<file path="config.mk">
export PLATFORM = sky130hd
export DESIGN_NAME = branch_predictor
export DESIGN_NICKNAME = d
export VERILOG_FILES = /design/src/rtl/branch_predictor_pkg.sv /design/src/rtl/sat_counter2.sv /design/src/rtl/branch_predictor.sv
export SDC_FILE = /design/constraint.sdc
export NUM_CORES = 1
export LEC_CHECK = 0
export CORE_MARGIN = 3
export CORE_UTILIZATION = 53
export DETAILED_ROUTE_END_ITERATION = 16
export PLACE_DENSITY = 0.84
export SETUP_SLACK_MARGIN = 0.4
export SLEW_MARGIN = 20
export SYNTH_ARGS = -nofsm -noshare
export SYNTH_HDL_FRONTEND = slang
export SYNTH_SLANG_ARGS = --single-unit
</file>
<file path="constraint.sdc">
create_clock -name clk_in -period 3.4 [get_ports clk_in]
set_input_delay 0.85 -clock clk_in [delete_from_list [all_inputs] [get_ports clk_in]]
set_output_delay 0.85 -clock clk_in [all_outputs]
set_load 0.01 [all_outputs]
</file>
<file path="src/rtl/branch_predictor_pkg.sv">
// Shared definitions for the 2-bit saturating-counter branch predictor.
package branch_predictor_pkg;

    // One table entry: a 2-bit saturating counter; bit 1 is the prediction.
    typedef logic [1:0] ctr2_t;

    localparam ctr2_t STRONG_NT = 2'b00;
    localparam ctr2_t WEAK_NT   = 2'b01;
    localparam ctr2_t WEAK_T    = 2'b10;
    localparam ctr2_t STRONG_T  = 2'b11;

    localparam int DEFAULT_IDX_W = 4;

endpackage : branch_predictor_pkg

</file>
<file path="src/rtl/sat_counter2.sv">
// Next-state function of one 2-bit saturating counter.
// Taken moves toward STRONG_T, not-taken toward STRONG_NT; both ends stick.
module sat_counter2
    import branch_predictor_pkg::*;
(
    input  logic  taken,
    input  ctr2_t cur,
    output ctr2_t nxt
);

    // Saturating step in the direction of the resolved outcome.
    always_comb begin
        nxt = cur;
        if (taken) begin
            if (cur != STRONG_T) begin
                nxt = cur + 2'd1;
            end
        end else begin
            if (cur != STRONG_NT) begin
                nxt = cur - 2'd1;
            end
        end
    end

endmodule : sat_counter2

</file>
<file path="src/rtl/branch_predictor.sv">
// Dynamic branch predictor: PC-indexed table of 2-bit saturating counters,
// combinational prediction, registered training from the EX-stage outcome,
// same-cycle mispredict flag and saturating statistics counters.
module branch_predictor
    import branch_predictor_pkg::*;
#(
    parameter int    IDX_W      = DEFAULT_IDX_W,
    parameter int    PC_W       = 32,
    parameter ctr2_t INIT_STATE = WEAK_T,
    parameter int    CNT_W      = 32
) (
    input  logic              clk_in,
    input  logic              rst_n_in,
    input  logic              predict_valid_in,
    input  logic [PC_W-1:0]   predict_pc_in,
    output logic              predict_taken_out,
    input  logic              update_valid_in,
    input  logic [PC_W-1:0]   update_pc_in,
    input  logic              update_taken_in,
    input  logic              update_predicted_in,
    output logic              mispredict_out,
    output logic [CNT_W-1:0]  branch_cnt_out,
    output logic [CNT_W-1:0]  mispredict_cnt_out
);

    localparam int ENTRIES = 1 << IDX_W;
    localparam logic [CNT_W-1:0] CNT_MAX = '1;

    // Word-aligned PCs: the two low bits never select an entry, and upper
    // bits are dropped so distinct branches may alias onto one counter.
    logic [IDX_W-1:0] pred_idx;
    logic [IDX_W-1:0] upd_idx;

    assign pred_idx = predict_pc_in[IDX_W+1:2];
    assign upd_idx  = update_pc_in[IDX_W+1:2];

    logic unused_pc_bits;
    assign unused_pc_bits = ^{predict_pc_in[PC_W-1:IDX_W+2], predict_pc_in[1:0],
                              update_pc_in[PC_W-1:IDX_W+2], update_pc_in[1:0]};

    // Registered counter values, gathered for the read mux.
    logic [ENTRIES-1:0][1:0] entries;

    for (genvar i = 0; i < ENTRIES; i++) begin : g_entry
        ctr2_t state_q;
        ctr2_t state_nxt;
        logic  hit;

        assign hit = update_valid_in && (upd_idx == IDX_W'(i));

        sat_counter2 u_ctr (
            .taken (update_taken_in),
            .cur   (state_q),
            .nxt   (state_nxt)
        );

        // Entry register: only the addressed entry is written on an update.
        always_ff @(posedge clk_in or negedge rst_n_in) begin
            if (!rst_n_in) begin
                state_q <= INIT_STATE;
            end else if (hit) begin
                state_q <= state_nxt;
            end
        end

        assign entries[i] = state_q;
    end

    // Prediction reads the registered table; an update to the same entry in
    // this cycle is not bypassed, so the pre-update value is seen.
    assign predict_taken_out = predict_valid_in & entries[pred_idx][1];

    // Valid gates everything, so X on the payload with valid low stays harmless.
    assign mispredict_out = update_valid_in && (update_taken_in != update_predicted_in);

    logic [CNT_W-1:0] branch_cnt_q;
    logic [CNT_W-1:0] mispredict_cnt_q;

    // Statistics counters, saturating at all-ones rather than wrapping.
    always_ff @(posedge clk_in or negedge rst_n_in) begin
        if (!rst_n_in) begin
            branch_cnt_q     <= '0;
            mispredict_cnt_q <= '0;
        end else if (update_valid_in) begin
            if (branch_cnt_q != CNT_MAX) begin
                branch_cnt_q <= branch_cnt_q + 1'b1;
            end
            if (mispredict_out && (mispredict_cnt_q != CNT_MAX)) begin
                mispredict_cnt_q <= mispredict_cnt_q + 1'b1;
            end
        end
    end

    assign branch_cnt_out     = branch_cnt_q;
    assign mispredict_cnt_out = mispredict_cnt_q;

endmodule : branch_predictor

</file>
==> out/qor.csv <==
stage,metric,value,unit
power,power_frac_comb,0.193,
routing,wirelength,11.8,mm
worst_setup_path,arrival,2.15,ns
power,power_leakage,2.56,nW
worst_setup_path,r2r-end,branch_cnt_out[1],
die,initial_utilization,0.561,
routing,dr.pass1.iters,4,
sta,hold_violations,0,
placed_design,dp_hpwl,8.60,mm
grt,grt_most_used_layer,met2,
worst_setup_path,worstPathCellList,buf_8 > mux4_2 > mux4_2 > and2_1 > buf_2,
worst_setup_path,path_delay_family,multiplexers,
clock_tree,clk_latency,0.36,ns
hold_path,hold_depth,1,
worst_setup_path,reg2reg_from,branch_cnt_out[12],
layout,area_growth,23.8,%
synth,syn_avg_cell_area,10.0,sq um
sta,fin_crit_sh,0.881,
worst_setup_path,slowest_stage,mux4_2,
sta,rsz0062_at_grt,yes,
worst_setup_path,crit_path_start,predict_pc_in[3],
power,p_clk_frac,0.292,
power,internal-power,2.02,mW
routing,drt_iter0_drc,181,
die,core_area,8980,sq um
synth,synth_nets,576,
clock_tree,cts_tree,built,
synth,async_reset_ff_frac,1.00,
layout,final_core_util,0.695,
worst_setup_path,timing_worst_setup_path_type,in -> out,
die,dieArea,10700,sq um
clock_tree,clk_path_buf_depth,2,
clock_tree,htree_levels,3,
worst_setup_path,critical_path_required,2.55,ns
synth,synth_top_area_cell,dfrtp_1,
power,p_per_area,459,nW/um^2
synth,yosysSeqAreaShare,0.481,
clock_tree,cts-root-buf,clkbuf_8,
layout,layout-drive-gt1-share,0.118,
grt,gr-usage-all-layers,0.229,
sta,setup_violations,0,
placed_design,port_buffers,79,
grt,first_global_vias,4373,
routing,vias_per_cell,5.84,
power,p_switching,848,uW
layout,antennaDiodeCount,0,
grt,grt_use_met2,0.389,
run,cap_violations,0,
worst_setup_path,cp_num_buf_inv,2,
power,swShare,0.296,
worst_setup_path,cpMostUsedCell,mux4_2,
synth,synth_cell_types,55,
worst_setup_path,worst-r2r-cell-count,5,
layout,layout.area.seq,2420,sq um
sta,fin_crit,3.00,ns
worst_setup_path,reg2reg_setup_slack,1.20,ns
die,dieWidth,104,um
layout,final_nets,659,
layout,multiInputGateArea,2510,sq um
worst_setup_path,crit_path_end_kind,primary output,
sta,relSlewSlack,0.557,
hold_path,hold_path_end,branch_cnt_out[29],
layout,mostFrequentLayoutCell,dfrtp_1,
die,io_pins,136,
synth,syn_area,5040,sq um
status,status,completed,
clock_tree,clock_sinks,96,
power,power,2.87,mW
hold_path,hold_start,branch_cnt_out[29],
sta,fmax,334,MHz
synth,synth_edf_count,0,
sta,holdWs,0.506,ns
synth,yosysWarnings,0,
sta,drv_slew,0,
worst_setup_path,start_kind,input pin,
clock_tree,clk_pin_slew,0.09,ns
grt,antenna_found_initial,0,
die,num_rows,34,
hold_path,worstHoldPathType,reg -> reg,
sta,fin_skew,0.00829,ns
power,seqPwrFrac,0.516,
sta,tightest_slew,0.664,ns
worst_setup_path,cp_max_fo,4,
routing,wl_per_cell,16.4,um
clock_tree,cts_made_buffers,9,
power,ir_drop,0.375,mV
synth,netlist_instances,504,
synth,synth.top_cell.area_share,0.397,
routing,vias,4194,
synth,yosys_register_bits,96,
grt,grt_start_max_net_pins,54,
routing,drc,0,
grt,grtUsageMet3,0.0541,
placed_design,finalWeightedCongestion,0.815,
routing,postRouteAntennaNets,0,
synth,ys_top_cells_by_area,"dfrtp_1, dfstp_2, xnor2_1, o21ai_0, xor2_1",
grt,grt_pass1_wl,20.6,mm
layout,mostFrequentLayoutCells,"dfrtp_1, clkdlybuf4s50_1, nor2_1",
synth,ys.flop_type,dfrtp_1,
layout,fillerInstances,667,
worst_setup_path,max_stage_delay,0.48,ns
grt,use_met1,0.292,
die,die_h,104,um
grt,grt_overflow_total,0,
power groups by stage:
stage,Combinational [mW],Sequential [mW],Clock (mW)
2_1_floorplan,0.245,1.49,0
3_3_place_gp,0.529,1.48,0
3_5_place_dp,0.555,1.49,0
4_1_cts,0.557,1.48,0.848
5_1_grt,0.614,1.51,0.889
6_report,0.552,1.48,0.837
synth_stat cells (all sizes together), types with 3 or more instances:
master	number
o21ai	42
a31oi	4
nor3	11
and2	6
clkbuf	13
nand3b	8
mux2	3
nor2	44
nand2	41
o21bai	4
mux2i	3
or2	4
and4	6
nand4	26
nand3	26
nor4	8
inv	17
dfrtp	80
xor2	22
o211ai	3
mux4	5
a21oi	27
and3	11
xnor2	39
dfstp	16
o41ai	3
o31ai	5
timing repair:
| item | CTS | global route |
|---|---|---|
| hold buffers | 0 | 0 |
| gates cloned | 0 | 0 |
| pin swaps | 0 | 1 |
| gates resized for setup | 10 | 14 |
| setup buffers | 0 | 1 |
| endpoints found under the setup margin | 2 | 2 |
routing by layer:
layer | part of all wire | wire length, um | vias up
li1 | - | - | 1972
met1 | 0.42 | 4950 | 2104
met2 | 0.51 | 6060 | 103
met3 | 0.052 | 607 | 15
met4 | 0.013 | 154 | 0
met5 | 0 | 0 | -
sequential cells by signal, summed over array words and instances, names as in the netlist:
signal	count
mispredict_cnt_out	32
branch_cnt_out	32
g_entry.state_q	32
layout make-up:
type | instances | area share
multi-input cells | 376 | 0.402
flip-flops and latches | 96 | 0.388
repair buffers | 87 | 0.139
well taps | 126 | 0.0253
clock buffers | 12 | 0.0233
clock inverters | 4 | 0.0124
inverters | 17 | 0.0102
how the worst max path moves through the flow:
stage	endpoint	slack [ns]	cells after the start
2_1_floorplan	predict_taken_out	0.60	3
3_3_place_gp	predict_taken_out	-0.49	5
3_5_place_dp	predict_taken_out	-0.53	5
4_1_cts	predict_taken_out	0.15	5
5_1_grt	predict_taken_out	0.39	5
6_report	predict_taken_out	0.40	5
metrics by stage:
| stage | cells | cell area (sq um) | setup WS, ns | TNS, ns |
|---|---|---|---|---|
| 4_1_cts | 717 | 6200 | 0.152 | 0 |
| 3_5_place_dp | 701 | 5990 | -0.527 | -0.527 |
| 6_report | 718 | 6240 | 0.403 | 0 |
| 2_1_floorplan | 504 | 5040 | 0.597 | 0 |
| 5_1_grt | 718 | 6240 | 0.387 | 0 |
| 3_3_place_gp | 701 | 5990 | -0.495 | -0.495 |
logic make-up (layout without fill, tap and decap cells):
group | count (synthesis) | count (layout) | synth area share
buffers and inverters | 32 | 120 | 0.0241
xor gates and xnor gates | 61 | 61 | 0.106
muxes | 11 | 11 | 0.0350
adders and majority gates | 2 | 2 | 0.00496
AOI/OAI and AO/OA | 97 | 97 | 0.117
DFF | 96 | 96 | 0.481
and+or+nand+nor | 205 | 205 | 0.232
Note: power is estimated with default switching activity, not from simulation.
